$ cat config.mk
export PLATFORM = sky130hd
export DESIGN_NAME = sseg_scan
export DESIGN_NICKNAME = d
export VERILOG_FILES = /design/src/rtl/sseg_scan.sv
export SDC_FILE = /design/constraint.sdc
export NUM_CORES = 1
export LEC_CHECK = 0
export ABC_CLOCK_PERIOD_IN_PS = 6500
export CORE_MARGIN = 2
export CORE_UTILIZATION = 41
export CTS_CLUSTER_SIZE = 25
export DETAILED_ROUTE_END_ITERATION = 8
export SYNTH_ARGS = -nofsm -noshare
export SYNTH_HDL_FRONTEND = slang
export SYNTH_SLANG_ARGS = --single-unit
export TNS_END_PERCENT = 10
$ cat constraint.sdc
create_clock -name clock -period 6.5 [get_ports clock]
set_input_delay 0.65 -clock clock [delete_from_list [all_inputs] [get_ports clock]]
set_output_delay 0.65 -clock clock [all_outputs]
set_load 0.005 [all_outputs]
$ cat src/rtl/sseg_scan.sv
// Time-multiplexed hex seven-segment scanner: frame-synchronous word load, dead-time
// digit scanning, leading-zero blanking, per-digit decimal points and whole-display blink.
module sseg_scan #(
  parameter int DIGITS       = 4,
  parameter int SCAN_DIV     = 8,
  parameter int DEAD_CYCLES  = 2,
  parameter int BLINK_FRAMES = 4,
  parameter bit SEG_ACT_LOW  = 1'b1,
  parameter bit DIG_ACT_LOW  = 1'b1
) (
  input  logic                  clock,
  input  logic                  reset,
  input  logic                  data_valid,
  output logic                  data_ready,
  input  logic [4*DIGITS-1:0]   data,
  input  logic [DIGITS-1:0]     dp,
  input  logic                  blank_lz,
  input  logic                  blink_en,
  output logic [6:0]            segs,
  output logic                  seg_dp,
  output logic [DIGITS-1:0]     digit_sel
);

  localparam int CNT_W = (SCAN_DIV > 1) ? $clog2(SCAN_DIV) : 1;
  localparam int IDX_W = (DIGITS > 1) ? $clog2(DIGITS) : 1;
  localparam int BLK_W = (BLINK_FRAMES > 1) ? $clog2(BLINK_FRAMES) : 1;

  localparam logic [CNT_W-1:0]  CNT_LAST = CNT_W'(SCAN_DIV - 1);
  localparam logic [CNT_W-1:0]  CNT_DEAD = CNT_W'(DEAD_CYCLES);
  localparam logic [IDX_W-1:0]  IDX_LAST = IDX_W'(DIGITS - 1);
  localparam logic [BLK_W-1:0]  BLK_LAST = BLK_W'(BLINK_FRAMES - 1);
  localparam logic [6:0]        SEG_OFF  = {7{SEG_ACT_LOW}};
  localparam logic              DP_OFF   = SEG_ACT_LOW;
  localparam logic [DIGITS-1:0] DIG_OFF  = {DIGITS{DIG_ACT_LOW}};

  function automatic logic [6:0] hex_to_seg(input logic [3:0] nib);
    logic [6:0] s;
    case (nib)
      4'h0: s = 7'h7E;
      4'h1: s = 7'h30;
      4'h2: s = 7'h6D;
      4'h3: s = 7'h79;
      4'h4: s = 7'h33;
      4'h5: s = 7'h5B;
      4'h6: s = 7'h5F;
      4'h7: s = 7'h70;
      4'h8: s = 7'h7F;
      4'h9: s = 7'h7B;
      4'hA: s = 7'h77;
      4'hB: s = 7'h1F;
      4'hC: s = 7'h4E;
      4'hD: s = 7'h3D;
      4'hE: s = 7'h4F;
      default: s = 7'h47;
    endcase
    return s;
  endfunction

  function automatic logic [6:0] seg_pol(input logic [6:0] s);
    return SEG_ACT_LOW ? ~s : s;
  endfunction

  logic [CNT_W-1:0]    cnt_q, cnt_d;
  logic [IDX_W-1:0]    idx_q, idx_d;
  logic [4*DIGITS-1:0] pend_q, pend_d;
  logic [DIGITS-1:0]   pend_dp_q, pend_dp_d;
  logic                pend_full_q, pend_full_d;
  logic [4*DIGITS-1:0] disp_q, disp_d;
  logic [DIGITS-1:0]   disp_dp_q, disp_dp_d;
  logic [BLK_W-1:0]    blink_cnt_q, blink_cnt_d;
  logic                phase_q, phase_d;
  logic [6:0]          segs_q, segs_d;
  logic                seg_dp_q, seg_dp_d;
  logic [DIGITS-1:0]   sel_q, sel_d;

  logic                tick, frame_end, accept, commit, blanked, zero_run;
  logic [3:0]          cur_nib;
  logic                cur_dp, cur_lz;
  logic [DIGITS-1:0]   lz_blank, sel_hot;

  assign data_ready = ~pend_full_q;

  always_comb begin
    tick      = (cnt_q == CNT_LAST);
    frame_end = tick && (idx_q == IDX_LAST);
    cnt_d     = tick ? '0 : cnt_q + CNT_W'(1);
    idx_d     = idx_q;
    if (tick) begin
      idx_d = (idx_q == IDX_LAST) ? '0 : idx_q + IDX_W'(1);
    end

    // Accept and commit are exclusive: ready is low whenever a word is waiting.
    accept      = data_valid && !pend_full_q;
    commit      = frame_end && pend_full_q;
    pend_d      = pend_q;
    pend_dp_d   = pend_dp_q;
    pend_full_d = pend_full_q;
    disp_d      = disp_q;
    disp_dp_d   = disp_dp_q;
    if (commit) begin
      disp_d      = pend_q;
      disp_dp_d   = pend_dp_q;
      pend_full_d = 1'b0;
    end else if (accept) begin
      pend_d      = data;
      pend_dp_d   = dp;
      pend_full_d = 1'b1;
    end

    blink_cnt_d = blink_cnt_q;
    phase_d     = phase_q;
    if (frame_end) begin
      if (blink_cnt_q == BLK_LAST) begin
        blink_cnt_d = '0;
        phase_d     = ~phase_q;
      end else begin
        blink_cnt_d = blink_cnt_q + BLK_W'(1);
      end
    end

    // Walk from the most significant digit down while nibbles stay zero.
    zero_run = 1'b1;
    lz_blank = '0;
    for (int i = DIGITS - 1; i >= 0; i--) begin
      zero_run    = zero_run && (disp_q[4*i +: 4] == 4'h0);
      lz_blank[i] = zero_run && (i != 0);
    end

    cur_nib = '0;
    cur_dp  = 1'b0;
    cur_lz  = 1'b0;
    sel_hot = '0;
    for (int i = 0; i < DIGITS; i++) begin
      if (idx_q == IDX_W'(i)) begin
        cur_nib    = disp_q[4*i +: 4];
        cur_dp     = disp_dp_q[i];
        cur_lz     = lz_blank[i];
        sel_hot[i] = 1'b1;
      end
    end

    blanked  = (blink_en && phase_q) || (blank_lz && cur_lz);
    segs_d   = blanked ? SEG_OFF : seg_pol(hex_to_seg(cur_nib));
    seg_dp_d = (blanked || !cur_dp) ? DP_OFF : ~DP_OFF;
    sel_d    = (cnt_q >= CNT_DEAD) ? (DIG_ACT_LOW ? ~sel_hot : sel_hot) : DIG_OFF;
  end

  always_ff @(posedge clock) begin
    if (reset) begin
      cnt_q       <= '0;
      idx_q       <= '0;
      pend_q      <= '0;
      pend_dp_q   <= '0;
      pend_full_q <= 1'b0;
      disp_q      <= '0;
      disp_dp_q   <= '0;
      blink_cnt_q <= '0;
      phase_q     <= 1'b0;
      segs_q      <= SEG_OFF;
      seg_dp_q    <= DP_OFF;
      sel_q       <= DIG_OFF;
    end else begin
      cnt_q       <= cnt_d;
      idx_q       <= idx_d;
      pend_q      <= pend_d;
      pend_dp_q   <= pend_dp_d;
      pend_full_q <= pend_full_d;
      disp_q      <= disp_d;
      disp_dp_q   <= disp_dp_d;
      blink_cnt_q <= blink_cnt_d;
      phase_q     <= phase_d;
      segs_q      <= segs_d;
      seg_dp_q    <= seg_dp_d;
      sel_q       <= sel_d;
    end
  end

  assign segs      = segs_q;
  assign seg_dp    = seg_dp_q;
  assign digit_sel = sel_q;

endmodule
Yosys cells after proc, flatten, opt, wreduce, memory -nomap -nowiden
Memories as Yosys holds them, arrays and structs flattened.
Cells that the tools add are included.
Widths: inputs -> output; s select.
{ "totals": {"reg_bits": 61, "rom_bits": 112, "in_bits": 25, "out_inout_bits": 13, "elab_cells": 67, "n_memories": 1} }
{ "memory_table": {"columns": ["memory", "words", "word_bits", "read_ports", "rd_clocked_by_memory_dff", "write_ports", "line", "source"], "rows": [
  ["(no name shown)", 16, 7, 1, 0, 0, "38", "case (nib)"]
]} }
{ "classes": {"add_sub_neg": 3, "magnitude_cmp": 1, "eq_ne": 5, "mux": 18, "bitwise_logic": 6, "reduce_logical": 21} }
{ "ops": {"columns": ["op", "n"], "rows": [
  ["$mux 4", 4],
  ["$logic_not 4->1", 3],
  ["$mux 1", 12],
  ["$reduce_or 2->1", 4],
  ["$logic_and 1x1->1", 7],
  ["$not 7->7", 1],
  ["$eq 2x2->1 const B", 3],
  ["$add 2x1->2 const B", 2],
  ["$mux 2", 2],
  ["$not 1->1", 4],
  ["$not 4->4", 1],
  ["$reduce_and 2->1", 2],
  ["$add 3x1->3 const B", 1],
  ["$eq 3x3->1 const B", 1],
  ["$ge 3x2->1 const B", 1],
  ["$eq 2x1->1 const B", 1],
  ["$logic_not 1->1", 2],
  ["$logic_not 2->1", 1],
  ["$logic_or 1x1->1", 2]
]} }

Logic depth before layout (Yosys ltp)
Gate-level depths: netlist (run 1).
{ "depth": {"word_depth": 10, "ltp_mapped": 11, "mapped_depth_nobuf": 10} }

Least setup slack after synthesis (run 1)
Ideal clock, no wire load.
{ "synth_timing": {"path_kind": "flip-flop to flip-flop", "startpoint": "register idx_q[1]", "endpoint": "register segs_q[0], in the netlist segs[0]", "t_arrival_ns": 2.079, "required_ns": 6.354, "setup_slack_ns": 4.275, "path_stages_with_launch": 12, "cell_sequence": "dfxtp_1 > inv_1 > ha_1 > buf_2 > a21oi_1 > o21ai_0 > a22oi_1 > inv_1 > ha_1 > mux2_2 > a22oi_1 > nand2_1"} }
{ "synth_via": {"elab_chain_cells": 7, "elab_cells_between_ends": 16, "cone_classes": "eq/ne (3); mux (7); bitwise (1); reduce/logical (4); memory (1)"} }
{ "synth_rtl": {"columns": ["element", "line", "source"], "rows": [
  ["start, declared", "64", "logic [IDX_W-1:0] idx_q, idx_d;"],
  ["start signal, assigned", "164", "idx_q <= idx_d;"],
  ["$logic_not 2->1 / $eq 2x1->1 (equally long branches)", "134", "if (idx_q == IDX_W'(i)) begin"],
  ["$mux 4 / $mux 1 (equally long branches) (3 in a row)", "134", null],
  ["$mux 4 / $logic_and 1x1->1 (equally long branches)", "134, 142", null],
  ["$mem_v2 16x7 / $logic_or 1x1->1 (equally long branches)", null, null],
  ["$not 7->7 / $reduce_or 2->1 (equally long branches)", null, null],
  ["end signal, assigned", "172", "segs_q <= segs_d;"],
  ["end, declared", "72", "logic [6:0] segs_q, segs_d;"]
]} }
Parallel ways exist; a longest one is shown, timed or not.
A chain may end at the register's enable or synchronous reset.

Final worst setup path (run 1)
{ "layout_timing": {"startpoint": "register idx_q[0]", "endpoint": "register segs_q[0], in the netlist segs[0]"} }
The elaborated chain is that of the path after synthesis.

==> results of run 1 <==
-- registers in the layout, indices dropped and copies added (netlist names) --
name	count
pend_dp_q	4
disp_dp_q	4
pend_q	16
pend_full_q	1
phase_q	1
disp_q	16
digit_sel	4
idx_q	2
blink_cnt_q	2
segs	7
cnt_q	3
seg_dp	1
-- layout make-up --
type	instances	area (um^2)	share of cell area [%]
clock buffer	12	145	4.57
clock inverter	4	47.5	1.50
inverter	9	33.8	1.06
multi-input combinational	223	1240	39.1
sequential	61	1220	38.4
tap	77	96.3	3.03
timing repair buffer	40	393	12.4
-- cells by family after synthesis --
logic type               after synthesis  share of synthesized area [%]
AO/OA/AOI/OAI                         63                           14.5
XOR/XNOR                               1                          0.337
adder cells (fa/ha/maj)               14                           6.74
buffers and inverters                 29                           5.20
flip-flops                            61                           47.0
multiplexers                           9                           3.61
AND/OR/NAND/NOR                      136                           22.6
-- worst paths after layout --
path	from	to
max	idx_q[0]	segs[0]
max reg2reg	idx_q[0]	segs[0]
min reg2reg	pend_q[2]	disp_q[2]
min	pend_q[2]	disp_q[2]
-- stage by stage --
stage	setup slack [ns]	util, %	area [um^2]	hold WS, ns
2_1_floorplan	4.28	-	2600	0.427
3_3_place_gp	3.95	47.9	2990	0.442
3_5_place_dp	3.89	47.9	2990	0.444
4_1_cts	3.89	50.9	3180	0.454
5_1_grt	3.61	50.9	3180	0.484
6_report	3.89	50.9	3180	0.453
-- routing by layer --
layer  part of all wire, %  GRT usage (%)  up-vias
met1                    50           20.4      919
met5                     0              0        -
met3                   3.9           3.26        9
met4                   1.9           7.48        0
met2                    44           23.4       52
li1                      -              -     1103
-- cell usage in the layout, fill, tap and decap left out --
| cell | n |
|---|---|
| a211oi_1 | 1 |
| a21oi_1 | 47 |
| a22o_1 | 1 |
| a22oi_1 | 2 |
| a311oi_2 | 1 |
| a311oi_4 | 1 |
| a31oi_1 | 1 |
| and3b_1 | 1 |
| buf_4 | 3 |
| bufinv_16 | 1 |
| clkbuf_1 | 2 |
| clkbuf_8 | 10 |
| clkdlybuf4s50_1 | 37 |
| clkinv_2 | 2 |
| clkinvlp_4 | 1 |
| dfxtp_1 | 61 |
| ha_1 | 14 |
| inv_1 | 9 |
| mux2_2 | 3 |
| mux2i_1 | 6 |
| nand2_1 | 101 |
| nand2b_1 | 1 |
| nand2b_2 | 1 |
| nand3_1 | 3 |
| nand3b_1 | 4 |
| nor2_1 | 10 |
| nor2_4 | 1 |
| nor2b_1 | 2 |
| nor2b_4 | 1 |
| nor3_1 | 6 |
| nor3b_1 | 3 |
| nor4_1 | 2 |
| o2111ai_1 | 1 |
| o211ai_1 | 2 |
| o21ai_0 | 3 |
| o221ai_1 | 1 |
| o22ai_1 | 1 |
| o311ai_0 | 1 |
| xor2_1 | 1 |
-- power breakdown --
part	switching (uW)	internal [uW]	total [uW]
Clock	143	187	329
Sequential	5.96	386	392
Combinational	21.4	27.0	48.4
-- cell usage after synthesis (all sizes together) --
cell,n
o211ai,2
a22oi,2
o22ai,1
nor3b,3
nor2,11
nand3,3
nand2b,2
a21oi,47
xor2,1
buf,6
nor3,6
and3b,1
clkbuf,14
o2111ai,1
nand2,101
nand3b,4
a31oi,1
nor4,2
o221ai,1
o21ai,3
dfxtp,61
o311ai,1
mux2,3
ha,14
nor2b,3
a311oi,2
a211oi,1
mux2i,6
inv,9
a22o,1
-- worst min-delay path: cells and delay by family (launching register included) --
kind / cells / cell delay (ns)
AO/OA/AOI/OAI: 1 / 0.05
flip-flops: 1 / 0.31
AND/OR/NAND/NOR: 1 / 0.05
==> impl_metrics.yaml, run 1 <==
clock_tree:
  ctsResizeCount: 0
  path_clk_slew_ns: 0.07
  root_buffer: "clkbuf_8"
  cts_setup_buffers: 0
  clock_sinks: 61
  numCtsBuffers: 9
  tritoncts: "built"
  cts.path.max_buffers: 2
  cts_hold_buf: 0
  clk_latency_ns: 0.33
  htree_levels: 3
detailed_routing:
  drc: 0
  drt-initial-drc-count: 89
  via_per_inst: 4.89
  ant_nets: 0
  wl_um: 4930
  detail_route.wl_per_cell_um: 11.6
  dr.pass1.iters: 6
  vias: 2083
timing:
  worst_slew_pin_slew_ns: 0.865
  tns_ns: 0
  slew_headroom_pct: 42.0
  fmax_mhz: 383
  layout_min_cycle_time_ns: 2.61
  maxSlewViolCount: 0
  finalCritPeriodShare_pct: 40.2
  finalClockSkew_ns: 0.00624
  hold_violations: 0
  finalSetupViolCount: 0
  rsz0062_at_grt: "no"
synthesis:
  yosysTopAreaCell: "dfxtp_1"
  synth_area_leaders: "dfxtp_1 47%, nand2_1 15%, a21oi_1 9.1%, ha_1 6.7%, mux2i_1 2.3%"
  synth_area_um2: 2600
  yosys_warnings: 0
  yosysUniqueCellTypes: 35
  syn_avg_cell_area_um2: 8.30
  synth_cells: 313
  ys_ff_latch: 61
  syn_nets: 352
  ys_seq_area_share_pct: 47.0
  yosysTopAreaCellShare_pct: 47.0
worst_hold_path:
  hold_class: "reg2reg"
  hold_depth: 2
floorplanning:
  die-area_um2: 6990
  ios: 38
  rows: 29
  core_um2: 6240
  die_w_um: 83.6
  start_util_pct: 41.6
  die_h_um: 83.6
place:
  dp.cells: 410
  place_congestion: 0.784
  port_buffers: 37
  dp.final_hpwl_um: 3470
setup_path:
  worst-path-stages: 9
  worst_path_most_repeated_cell: "ha_1"
  cp-end-kind: "register"
  crit_type: "reg2reg"
  reg2reg_slack_ns: 3.89
  worstPathMaxFanout: 18
  crit_family: "adder cells"
  cp_cell_sequence: "ha_1 -> nor2_1 -> a22o_1 -> a31oi_1 -> inv_1 -> ha_1 -> mux2_2 -> a22oi_1 -> nand2_1"
  cp-start-kind: "register"
  cp.buffers_inverters: 1
  cp_data_required_time_ns: 6.68
  crit_path_top_delay_cell: "ha_1"
  slowest_delay_ns: 0.58
  reg2reg_depth: 9
  cp_data_arrival_time_ns: 2.79
final_layout:
  layout-drive-gt1-share_pct: 7.16
  nets: 383
  instances_no_fill: 426
  n_antenna_cell: 0
  syn2layout_area_growth_pct: 22.3
  fillerInstances: 625
grt:
  grt_pass1_wl_um: 8740
  antenna_found_initial: 0
  grt_max_degree: 52
  first_global_vias: 1949
  track_usage_pct: 15.3
  grt_overflow: 0
power_and_ir_drop:
  power_uw: 770
  powerDensity_nw_per_um2: 242
  vdd_drop_max_mv: 0.141
  p_leak_uw: 0.00114
run:
  drv_cap: 0
run_status:
  status: "complete, no violations"
No activity file was read; power rests on OpenSTA's default activity.
==> run 2, diff against run 1 <==
ABC_CLOCK_PERIOD_IN_PS = 2600   (was 6500)
clock period = 2.6 ns   (was 6.5 ns; I/O delays follow)
==> impl_metrics.yaml, run 2 (synthesis gave the netlist of run 1 again) <==
run_status:
  status: "complete, no violations"
setup_path:
  cp_data_required_time_ns: 2.82
  cp-start-kind: "register"
  reg2reg_depth: 9
  cp-end-kind: "register"
  reg2reg_slack_ns: 0.28
  worstPathMaxFanout: 9
  timing.rr.start: "idx_q[0]"
  r2r_end: "segs[0]"
  crit_type: "reg2reg"
  cp_data_arrival_time_ns: 2.54
timing:
  hold_violations: 0
  worst_slew_pin_slew_ns: 0.671
  finalCritPeriodShare_pct: 89.2
  maxSlewViolCount: 0
  fmax_mhz: 431
  finalClockSkew_ns: 0.00346
  finalSetupViolCount: 0
  rsz0062_at_grt: "no"
  layout_min_cycle_time_ns: 2.32
  tns_ns: 0
  slew_headroom_pct: 55.1
floorplanning:
  ios: 38
  rows: 29
  die_h_um: 83.6
  start_util_pct: 41.6
  core_um2: 6240
  die-area_um2: 6990
  die_w_um: 83.6
place:
  dp.final_hpwl_um: 3590
  place_congestion: 0.831
  port_buffers: 37
grt:
  grt_pass1_wl_um: 9050
  grtUsageMet3_pct: 5.14
  gr-usage-met1_pct: 20.9
  grt_overflow: 0
  track_usage_pct: 16.1
  use_met2_pct: 23.9
  antenna_found_initial: 0
  grt_max_degree: 50
  top_usage_layer: "met2"
  first_global_vias: 1983
worst_hold_path:
  hold_class: "reg2reg"
  hold_depth: 2
  holdPathEnd: "disp_q[4]"
  min_from: "pend_q[4]"
power_and_ir_drop:
  power_frac_comb_pct: 6.4
  switching_share_pct: 22.0
  p_sw_uw: 423
  vdd_drop_max_mv: 0.314
  p_int_uw: 1500
  clock_power_share_pct: 42.6
  p_leak_uw: 0.00117
  powerDensity_nw_per_um2: 596
  seq_power_share_pct: 50.9
final_layout:
  mostFrequentLayoutCell: "nand2_1"
  nets: 389
  syn2layout_area_growth_pct: 24.2
  final_util_pct: 51.7
  fillerInstances: 648
  layout-drive-gt1-share_pct: 9.01
  n_antenna_cell: 0
  layout_common_cells: "101 x nand2_1, 61 x dfxtp_1, 47 x a21oi_1"
detailed_routing:
  drt-initial-drc-count: 63
  wl_um: 5100
  vias: 2093
  via_per_inst: 4.84
  dr.pass1.iters: 4
  detail_route.wl_per_cell_um: 11.8
  ant_nets: 0
  drc: 0
clock_tree:
  clock_sinks: 61
  htree_levels: 3
  cts.path.max_buffers: 2
  path_clk_slew_ns: 0.06
  root_buffer: "clkbuf_8"
  cts_setup_buffers: 0
  tritoncts: "built"
  clk_latency_ns: 0.33
  numCtsBuffers: 9
run:
  drv_cap: 0
## run 2: cell count changes in the layout (fill, tap and decap cells not counted)
cell and delta:
buf_4 +6, ha_2 +1, ha_1 -1
## run 2: worst max-delay path by stage
stage / from / to / slack, ns
after CTS: idx_q[0] / segs[0] / 0.20
after global placement: idx_q[0] / segs[0] / 0.34
final: idx_q[0] / segs[0] / 0.28
after global routing: idx_q[0] / segs[0] / 0.09
after detailed placement: idx_q[0] / segs[0] / 0.22
after floorplan: idx_q[1] / segs[0] / 0.38
## run 2: repair_timing
action,CTS,global route
hold buffers,0,0
setup endpoints to repair,0,2
gates resized for setup,0,1
## run 2: layout make-up
class / instances / area (um^2) / area share [%]
clock buffers: 12 / 145 / 4.50
multi-input cells: 223 / 1240 / 38.6
well taps: 77 / 96.3 / 2.99
flip-flops and latches: 61 / 1220 / 37.8
inverters: 9 / 33.8 / 1.05
repair buffers: 46 / 438 / 13.6
clock inverters: 4 / 47.5 / 1.47
## run 2: metal layers
layer | vias up | share of wire [%]
met1 | 922 | 50
met2 | 38 | 43
met4 | 0 | 2.6
met3 | 12 | 3.8
met5 | - | 0
li1 | 1121 | -
## run 2: metrics by stage
step / hold WS, ns / instances / worst slack (ns) / cell area, um^2 / total power (uW)
final: 0.453 / 432 / 0.281 / 3230 / 1920
after global routing: 0.462 / 432 / 0.0863 / 3230 / 2030
after CTS: 0.452 / 432 / 0.204 / 3220 / 1950
after detailed placement: 0.442 / 416 / 0.222 / 3030 / 1120
after global placement: 0.439 / 416 / 0.338 / 3030 / 1120
after floorplan: 0.396 / 313 / 0.375 / 2600 / 1060
## run 2: critical path, cell delays in order (launching register included)
cell and delay, ns:
dfxtp_1 0.41, inv_1 0.08, ha_1 0.33, a22o_1 0.22, a31oi_1 0.30, inv_1 0.17
ha_1 0.23, mux2_2 0.26, a22oi_1 0.14, nand2_1 0.07
## run 2: power by group through the flow
stage               clock, uW  sequential [uW]  combinational, uW
floorplan                   0              998               57.6
global placement            0              999                124
detailed placement          0             1000                125
CTS                       847              979                125
global route              905              982                140
finish                    819              979                123
